**config.mk**
```make
export PLATFORM = sky130hd
export DESIGN_NAME = mem_arbiter_flat
export DESIGN_NICKNAME = d
export VERILOG_FILES = /design/src/rtl/mem_pkg.sv /design/src/rtl/mem_arbiter_if.sv /design/src/rtl/mem_arbiter_rr_arb2.sv /design/src/rtl/mem_arbiter.sv /design/src/flat_wrapper.sv
export SDC_FILE = /design/constraint.sdc
export NUM_CORES = 1
export LEC_CHECK = 0
export CORE_AREA = 2 2 126 128
export CTS_BUF_LIST = sky130_fd_sc_hd__clkbuf_8
export CTS_CLUSTER_SIZE = 30
export DETAILED_ROUTE_END_ITERATION = 12
export DIE_AREA = 0 0 128 130
export PLACE_DENSITY = 0.82
export SYNTH_ARGS = -nofsm -noshare
export SYNTH_HDL_FRONTEND = slang
export SYNTH_SLANG_ARGS = --single-unit
```
**constraint.sdc**
```tcl
create_clock -name clk -period 3.9 [get_ports clk]
set_input_delay 0.78 -clock clk [delete_from_list [all_inputs] [get_ports clk]]
set_output_delay 0.78 -clock clk [all_outputs]
set_load 0.1 [all_outputs]
```
**src/rtl/mem_pkg.sv**
```systemverilog
// Shared types and helpers for the memory arbiter slice.
package mem_pkg;

    localparam int WORD_W = 32;

    typedef enum logic [2:0] {
        INIT,
        IDLE,
        ISSUE,
        CAPTURE,
        ERR
    } state_t;

    typedef enum logic {
        FETCH = 1'b0,
        DATA  = 1'b1
    } port_t;

    // A word address is legal when aligned and the whole word lies inside the RAM.
    function automatic logic addr_ok(input logic [WORD_W-1:0] addr,
                                     input logic [WORD_W-1:0] limit);
        return (addr[1:0] == 2'b00) && (addr <= limit - 32'd4);
    endfunction

endpackage

```
**src/rtl/mem_arbiter_if.sv**
```systemverilog
// Request/response ports of both requesters plus the RAM-side bus.
interface mem_arbiter_if;
    import mem_pkg::*;

    logic              IfReqValid;
    logic              IfReqReady;
    logic [WORD_W-1:0] IfReqAddr;
    logic              IfRspValid;
    logic [WORD_W-1:0] IfRspData;
    logic              IfRspErr;

    logic              DReqValid;
    logic              DReqReady;
    logic [WORD_W-1:0] DReqAddr;
    logic              DReqWrite;
    logic [WORD_W-1:0] DReqWData;
    logic              DRspValid;
    logic [WORD_W-1:0] DRspData;
    logic              DRspErr;

    logic [WORD_W-1:0] RamAddress;
    logic              RamWriteEnable;
    logic [WORD_W-1:0] RamWriteValue;
    logic [WORD_W-1:0] RamReadValue;

    // Arbiter side.
    modport slave (
        input  IfReqValid, IfReqAddr,
        input  DReqValid, DReqAddr, DReqWrite, DReqWData,
        input  RamReadValue,
        output IfReqReady, IfRspValid, IfRspData, IfRspErr,
        output DReqReady, DRspValid, DRspData, DRspErr,
        output RamAddress, RamWriteEnable, RamWriteValue
    );

    // Requester / RAM side.
    modport master (
        output IfReqValid, IfReqAddr,
        output DReqValid, DReqAddr, DReqWrite, DReqWData,
        output RamReadValue,
        input  IfReqReady, IfRspValid, IfRspData, IfRspErr,
        input  DReqReady, DRspValid, DRspData, DRspErr,
        input  RamAddress, RamWriteEnable, RamWriteValue
    );

endinterface

```
**src/rtl/mem_arbiter_rr_arb2.sv**
```systemverilog
// Two-input round-robin grant; the grant doubles as the Ready of each port.
module rr_arb2
    import mem_pkg::*;
(
    input  logic clk,
    input  logic reset,
    input  logic enable,
    input  logic req_fetch,
    input  logic req_data,
    output logic gnt_fetch,
    output logic gnt_data
);

    port_t last_grant_reg;

    // Grant the sole requester, or the one not served last when both ask.
    always_comb begin
        gnt_fetch = 1'b0;
        gnt_data  = 1'b0;
        if (enable) begin
            if (req_fetch && req_data) begin
                if (last_grant_reg == DATA) begin
                    gnt_fetch = 1'b1;
                end else begin
                    gnt_data = 1'b1;
                end
            end else begin
                gnt_fetch = req_fetch;
                gnt_data  = req_data;
            end
        end
    end

    // A grant only exists with Valid high, so every grant is an accept.
    always_ff @(posedge clk) begin
        if (reset) begin
            last_grant_reg <= DATA;
        end else if (gnt_fetch) begin
            last_grant_reg <= FETCH;
        end else if (gnt_data) begin
            last_grant_reg <= DATA;
        end
    end

endmodule

```
**src/rtl/mem_arbiter.sv**
```systemverilog
// Fetch/data arbiter serialising requests onto a one-cycle-latency RAM.
module mem_arbiter
    import mem_pkg::*;
#(
    parameter int INIT_WAIT  = 2,
    parameter int ADDR_LIMIT = 65536
)
(
    input  logic          clk,
    input  logic          reset,
    mem_arbiter_if.slave  bus
);

    state_t            state_reg, state_next;
    logic [31:0]       init_cnt_reg;
    port_t             port_reg;
    logic              write_reg;

    logic              gnt_fetch, gnt_data;
    logic              accept;
    logic              acc_ok;
    logic [WORD_W-1:0] acc_addr;

    logic              if_rsp_valid_reg, if_rsp_err_reg;
    logic [WORD_W-1:0] if_rsp_data_reg;
    logic              d_rsp_valid_reg, d_rsp_err_reg;
    logic [WORD_W-1:0] d_rsp_data_reg;
    logic [WORD_W-1:0] ram_addr_reg, ram_wval_reg;
    logic              ram_we_reg;

    rr_arb2 u_arb (
        .clk       (clk),
        .reset     (reset),
        .enable    (state_reg == IDLE),
        .req_fetch (bus.IfReqValid),
        .req_data  (bus.DReqValid),
        .gnt_fetch (gnt_fetch),
        .gnt_data  (gnt_data)
    );

    assign bus.IfReqReady     = gnt_fetch;
    assign bus.DReqReady      = gnt_data;
    assign bus.IfRspValid     = if_rsp_valid_reg;
    assign bus.IfRspErr       = if_rsp_err_reg;
    assign bus.IfRspData      = if_rsp_data_reg;
    assign bus.DRspValid      = d_rsp_valid_reg;
    assign bus.DRspErr        = d_rsp_err_reg;
    assign bus.DRspData       = d_rsp_data_reg;
    assign bus.RamAddress     = ram_addr_reg;
    assign bus.RamWriteEnable = ram_we_reg;
    assign bus.RamWriteValue  = ram_wval_reg;

    assign accept   = gnt_fetch || gnt_data;
    assign acc_addr = gnt_data ? bus.DReqAddr : bus.IfReqAddr;
    assign acc_ok   = addr_ok(acc_addr, 32'(ADDR_LIMIT));

    // Next-state: hold off during image load, then one transaction at a time.
    always_comb begin
        state_next = state_reg;
        case (state_reg)
            INIT: begin
                if (INIT_WAIT == 0 || init_cnt_reg == 32'(INIT_WAIT - 1)) begin
                    state_next = IDLE;
                end
            end
            IDLE: begin
                if (accept) begin
                    state_next = acc_ok ? ISSUE : ERR;
                end
            end
            ISSUE:   state_next = CAPTURE;
            CAPTURE: state_next = IDLE;
            ERR:     state_next = IDLE;
            default: state_next = INIT;
        endcase
    end

    // State register and image-load wait counter.
    always_ff @(posedge clk) begin
        if (reset) begin
            state_reg    <= INIT;
            init_cnt_reg <= '0;
        end else begin
            state_reg <= state_next;
            if (state_reg == INIT) begin
                init_cnt_reg <= init_cnt_reg + 32'd1;
            end
        end
    end

    // RAM drive on legal accepts, transaction bookkeeping and response strobes.
    always_ff @(posedge clk) begin
        if (reset) begin
            ram_addr_reg     <= '0;
            ram_we_reg       <= 1'b0;
            ram_wval_reg     <= '0;
            port_reg         <= FETCH;
            write_reg        <= 1'b0;
            if_rsp_valid_reg <= 1'b0;
            if_rsp_err_reg   <= 1'b0;
            if_rsp_data_reg  <= '0;
            d_rsp_valid_reg  <= 1'b0;
            d_rsp_err_reg    <= 1'b0;
            d_rsp_data_reg   <= '0;
        end else begin
            if_rsp_valid_reg <= 1'b0;
            if_rsp_err_reg   <= 1'b0;
            d_rsp_valid_reg  <= 1'b0;
            d_rsp_err_reg    <= 1'b0;
            case (state_reg)
                IDLE: begin
                    if (accept) begin
                        port_reg  <= gnt_data ? DATA : FETCH;
                        write_reg <= gnt_data && bus.DReqWrite;
                        if (acc_ok) begin
                            ram_addr_reg <= acc_addr;
                            ram_we_reg   <= gnt_data && bus.DReqWrite;
                            ram_wval_reg <= gnt_data ? bus.DReqWData : '0;
                        end
                    end
                end
                ISSUE: begin
                    ram_we_reg <= 1'b0;
                end
                CAPTURE: begin
                    if (port_reg == DATA) begin
                        d_rsp_valid_reg <= 1'b1;
                        d_rsp_data_reg  <= write_reg ? '0 : bus.RamReadValue;
                    end else begin
                        if_rsp_valid_reg <= 1'b1;
                        if_rsp_data_reg  <= bus.RamReadValue;
                    end
                end
                ERR: begin
                    if (port_reg == DATA) begin
                        d_rsp_valid_reg <= 1'b1;
                        d_rsp_err_reg   <= 1'b1;
                        d_rsp_data_reg  <= '0;
                    end else begin
                        if_rsp_valid_reg <= 1'b1;
                        if_rsp_err_reg   <= 1'b1;
                        if_rsp_data_reg  <= '0;
                    end
                end
                default: ;
            endcase
        end
    end

endmodule

```
**src/flat_wrapper.sv**
```systemverilog
// flat-port wrapper written by rule: the top's interface ports become plain ports
module mem_arbiter_flat import mem_pkg::*;
#(
    parameter int INIT_WAIT  = 2,
    parameter int ADDR_LIMIT = 65536
)
  (clk, reset, bus_IfReqValid, bus_IfReqAddr, bus_DReqValid, bus_DReqAddr, bus_DReqWrite, bus_DReqWData, bus_RamReadValue, bus_IfReqReady, bus_IfRspValid, bus_IfRspData, bus_IfRspErr, bus_DReqReady, bus_DRspValid, bus_DRspData, bus_DRspErr, bus_RamAddress, bus_RamWriteEnable, bus_RamWriteValue);
  mem_arbiter_if bus_i ();
  input  logic clk;
  input  logic reset;
  input wire logic [$bits(bus_i.IfReqValid)-1:0] bus_IfReqValid;
  input wire logic [$bits(bus_i.IfReqAddr)-1:0] bus_IfReqAddr;
  input wire logic [$bits(bus_i.DReqValid)-1:0] bus_DReqValid;
  input wire logic [$bits(bus_i.DReqAddr)-1:0] bus_DReqAddr;
  input wire logic [$bits(bus_i.DReqWrite)-1:0] bus_DReqWrite;
  input wire logic [$bits(bus_i.DReqWData)-1:0] bus_DReqWData;
  input wire logic [$bits(bus_i.RamReadValue)-1:0] bus_RamReadValue;
  output wire logic [$bits(bus_i.IfReqReady)-1:0] bus_IfReqReady;
  output wire logic [$bits(bus_i.IfRspValid)-1:0] bus_IfRspValid;
  output wire logic [$bits(bus_i.IfRspData)-1:0] bus_IfRspData;
  output wire logic [$bits(bus_i.IfRspErr)-1:0] bus_IfRspErr;
  output wire logic [$bits(bus_i.DReqReady)-1:0] bus_DReqReady;
  output wire logic [$bits(bus_i.DRspValid)-1:0] bus_DRspValid;
  output wire logic [$bits(bus_i.DRspData)-1:0] bus_DRspData;
  output wire logic [$bits(bus_i.DRspErr)-1:0] bus_DRspErr;
  output wire logic [$bits(bus_i.RamAddress)-1:0] bus_RamAddress;
  output wire logic [$bits(bus_i.RamWriteEnable)-1:0] bus_RamWriteEnable;
  output wire logic [$bits(bus_i.RamWriteValue)-1:0] bus_RamWriteValue;
  assign bus_i.IfReqValid = bus_IfReqValid;
  assign bus_i.IfReqAddr = bus_IfReqAddr;
  assign bus_i.DReqValid = bus_DReqValid;
  assign bus_i.DReqAddr = bus_DReqAddr;
  assign bus_i.DReqWrite = bus_DReqWrite;
  assign bus_i.DReqWData = bus_DReqWData;
  assign bus_i.RamReadValue = bus_RamReadValue;
  assign bus_IfReqReady = bus_i.IfReqReady;
  assign bus_IfRspValid = bus_i.IfRspValid;
  assign bus_IfRspData = bus_i.IfRspData;
  assign bus_IfRspErr = bus_i.IfRspErr;
  assign bus_DReqReady = bus_i.DReqReady;
  assign bus_DRspValid = bus_i.DRspValid;
  assign bus_DRspData = bus_i.DRspData;
  assign bus_DRspErr = bus_i.DRspErr;
  assign bus_RamAddress = bus_i.RamAddress;
  assign bus_RamWriteEnable = bus_i.RamWriteEnable;
  assign bus_RamWriteValue = bus_i.RamWriteValue;
  mem_arbiter #(.INIT_WAIT(INIT_WAIT), .ADDR_LIMIT(ADDR_LIMIT)) u_core (.clk(clk), .reset(reset), .bus(bus_i));
endmodule
```
==> summary.md <==
| Metric | Value |
|---|---|
| Sequential cell area fraction in the yosys report | `50.4%` |
| Setup Buffers After CTS | `0` |
| H-Tree Depth | `4` |
| Post-Synth Simple-Gate Area | `27.6%` |
| Post-synth EDFFs | `0` |
| CTS-repair resized insts | `0` |
| Adder-Cell Fraction of Synth Area | `0.368%` |
| Final wirelength | `19.3 mm` |
| Net count after synthesis | `873` |
| Io pins | `268` |
| CTS clk-pin slew, worst paths | `0.08 ns` |
| Comb power frac | `22.6%` |
| Die W | `128 µm` |
| Status | `finished clean` |
| Area Overhead vs Synth | `45.8%` |
| Clk pwr share | `29.5%` |
| Fin crit share | `75.8%` |
| Routed Antenna Nets | `0` |
| CP required | `3.12 ns` |
| TritonRoute pass-1 iters | `4` |
| Worst skew pair latency | `0.45 ns` |
| Most frequent cells in the layout | `clkdlybuf4s50_1 (264), dfxtp_1 (171), nor2_1 (66)` |
| First-pass GRT wire length | `29.0 mm` |
| RSZ-0062 raised after global routing | `no` |
| Async set-reset flop share out of synthesis | `0%` |
| Setup TNS | `0 ns` |
| Cell variety after synth | `44` |
| Hold WS | `0.459 ns` |
| Final Power | `0.00388 W` |
| Most common cell after layout, fill and taps aside | `clkdlybuf4s50_1` |
| Fin nets | `1111` |
| Psw | `0.00126 W` |
| Largest family of logic cells by synthesized area | `simple AND/OR/NAND/NOR gates` |
| DRC Markers | `0` |
| Initial antenna violation count | `0` |
| Sequential share of power | `47.9%` |
| Cell area after synthesis | `6790 µm²` |
| Post-Synth XOR/XNOR Area | `3.61%` |
| Total track usage | `21.9%` |
| Maxcap violations | `0` |
| Non-filler instance count after layout | `1181` |
| Vias | `6254` |
| PwrDens | `392 nW/µm²` |
| Maximum clock rate | `0.338 GHz` |
| Top FF cell, synth | `dfxtp_1` |
| CTS Hold Bufs | `0` |
| Mapped Cells | `738` |
| Vias in the first global route | `5639` |
| Worst-path fanout max | `18` |
| Average routed wire per standard cell | `16.3 µm` |
| HPWL after DPL | `13.6 mm` |
| R2r setup slk | `1.20 ns` |
| Hold crit path type | `reg2reg` |
| GRT overflow | `0` |
| Port bufs | `267` |
| Crit path buf inv count | `2` |
| Clock tree buffer depth | `2` |
| Largest net degree at the start of global routing | `76` |
| Startpoint Class | `register` |
| Synthesized flop and latch total | `171` |
| Yosys warning total | `0` |
| Worst Path Arrival | `2.17 ns` |
| Die area | `16600 µm²` |
| Delay-heaviest family, CP | `simple AND/OR/NAND/NOR gates` |
| Power Internal | `0.00262 W` |
| Crit path max-delay cell type | `dfxtp_1` |
| TritonCTS clock tree | `built` |
| Starting Density | `44.0%` |
| Routed vias/inst | `5.30` |
| P_leak | `3.42 nW` |
| Switching Share | `32.5%` |
| Crit-path cells | `nor3b_4, nand3_4, inv_2, buf_12` |
| Fin. max-slew vios | `0` |
| Core Area | `15400 µm²` |
| # rows | `46` |
| Slowest Stage Delay on Critical Path | `0.52 ns` |
| Total CTS buffers | `17` |
| Gpl congestion | `0.806` |
| CP Capture Type | `output port` |
| Clock sink count | `171` |
| Layout cell share with drive strength beyond 1 | `5.46%` |
| Setup Crit Path Kind | `reg2out` |
| ANT cells | `0` |
| Slew @ Worst Pin | `1.22 ns` |
| Finished Cell Area | `9900 µm²` |
| Synth Area in Compound Gates | `11.8%` |
| Worst vdd ir | `0.279 mV` |
| Hold Vio Cnt, Final | `0` |
| Post-Synthesis Mean Instance Area | `9.20 µm²` |
| CTS Root Cell | `clkbuf_8` |
| Slew HR | `18.6%` |
| # fillers | `1253` |
| Placed Area | `9540 µm²` |
| Placed insts | `1149` |
| Post-synthesis mux area share | `2.06%` |
| Tmin final | `2.95 ns` |
| Die Ht | `130 µm` |
| Final setup fails | `0` |
| Layout Skew | `0.0126 ns` |
| DR iter-0 viols | `500` |
-- stage by stage --
stage	setup WS [ns]	util, %
after floorplan	0.952	-
after global placement	0.661	61.9
after detailed placement	0.560	61.9
after CTS	0.910	64.2
after global routing	0.774	64.2
final	0.945	64.2
-- layout make-up --
type | instances | area [µm²] | area share, %
clock buffer | 17 | 234 | 2.36
timing repair buffer | 275 | 2740 | 27.7
multi-input combinational | 501 | 3100 | 31.3
sequential | 171 | 3420 | 34.6
inverter | 10 | 37.5 | 0.379
tap | 192 | 240 | 2.43
clock inverter | 15 | 125 | 1.26
-- worst reg2reg max path, stage by stage, from the launching register on --
cell and delay [ns]:
dfxtp_1 0.58, nor3b_4 0.13, nand3_4 0.23, inv_2 0.21
nor3_1 0.61, o21ba_2 0.23, buf_4 0.40, o21ai_0 0.19
-- power groups by stage --
stage	clock network, W	logic (W)	registers (W)
final	0.00114	0.000878	0.00186
after global routing	0.00125	0.000934	0.00186
after CTS	0.00117	0.000880	0.00186
after detailed placement	0	0.000878	0.00190
after global placement	0	0.000871	0.00189
after floorplan	0	0.000353	0.00213
-- final timing paths --
| path | startpoint | to | cells after the start |
|---|---|---|---|
| max | u_core.state_reg[0] | bus_DReqReady | 4 |
| min | u_core.bus.IfRspData[5] | u_core.bus.IfRspData[5] | 2 |
| max reg2reg | u_core.state_reg[2] | u_core.bus.RamWriteValue[22] | 7 |
| min reg2reg | u_core.bus.IfRspData[5] | u_core.bus.IfRspData[5] | 2 |
-- kinds of logic (layout without fill, tap and decap cells) --
kind of cell / count (synthesis) / in the layout
AO/OA/AOI/OAI: 120 / 120
XOR/XNOR: 28 / 28
adder cells (fa/ha/maj): 2 / 2
buffers and inverters: 66 / 317
flip-flops: 171 / 171
multiplexers: 14 / 14
AND/OR/NAND/NOR: 337 / 337
-- cell usage after synthesis (2+ instances only) --
cell type    n  share of area, %
dfxtp_1    171                50
nor2_1      67               3.7
nand2_1     48               2.7
nand2b_1    48               4.4
nand3_1     43               3.2
a21oi_1     42               3.1
o21ai_0     37               2.7
clkbuf_1    34               1.9
a32o_1      32               4.7
nand3b_1    32               3.5
nor4_1      24               2.2
xnor2_1     21               2.7
nor3b_1     19               2.1
buf_2       17               1.3
or3_1       17               1.6
mux2i_1     14               2.1
nor3_1      13              0.96
inv_1        9              0.50
nand4_1      9              0.83
xor2_1       7              0.90
and4_1       5              0.64
buf_1        3              0.17
and2_1       2              0.18
ha_1         2              0.37
nor3_4       2              0.48
nor4b_1      2              0.26
-- metal layers --
layer | wire [µm] | share of wire [%] | vias up | GRT usage [%]
met5 | 0 | 0 | - | 0
met4 | 398 | 2.1 | 0 | 7.37
met3 | 1190 | 6.1 | 22 | 5.95
met2 | 9680 | 50 | 198 | 37.6
met1 | 8050 | 42 | 2958 | 26.8
li1 | - | - | 3076 | -
No activity file was read; power rests on OpenSTA's default activity.
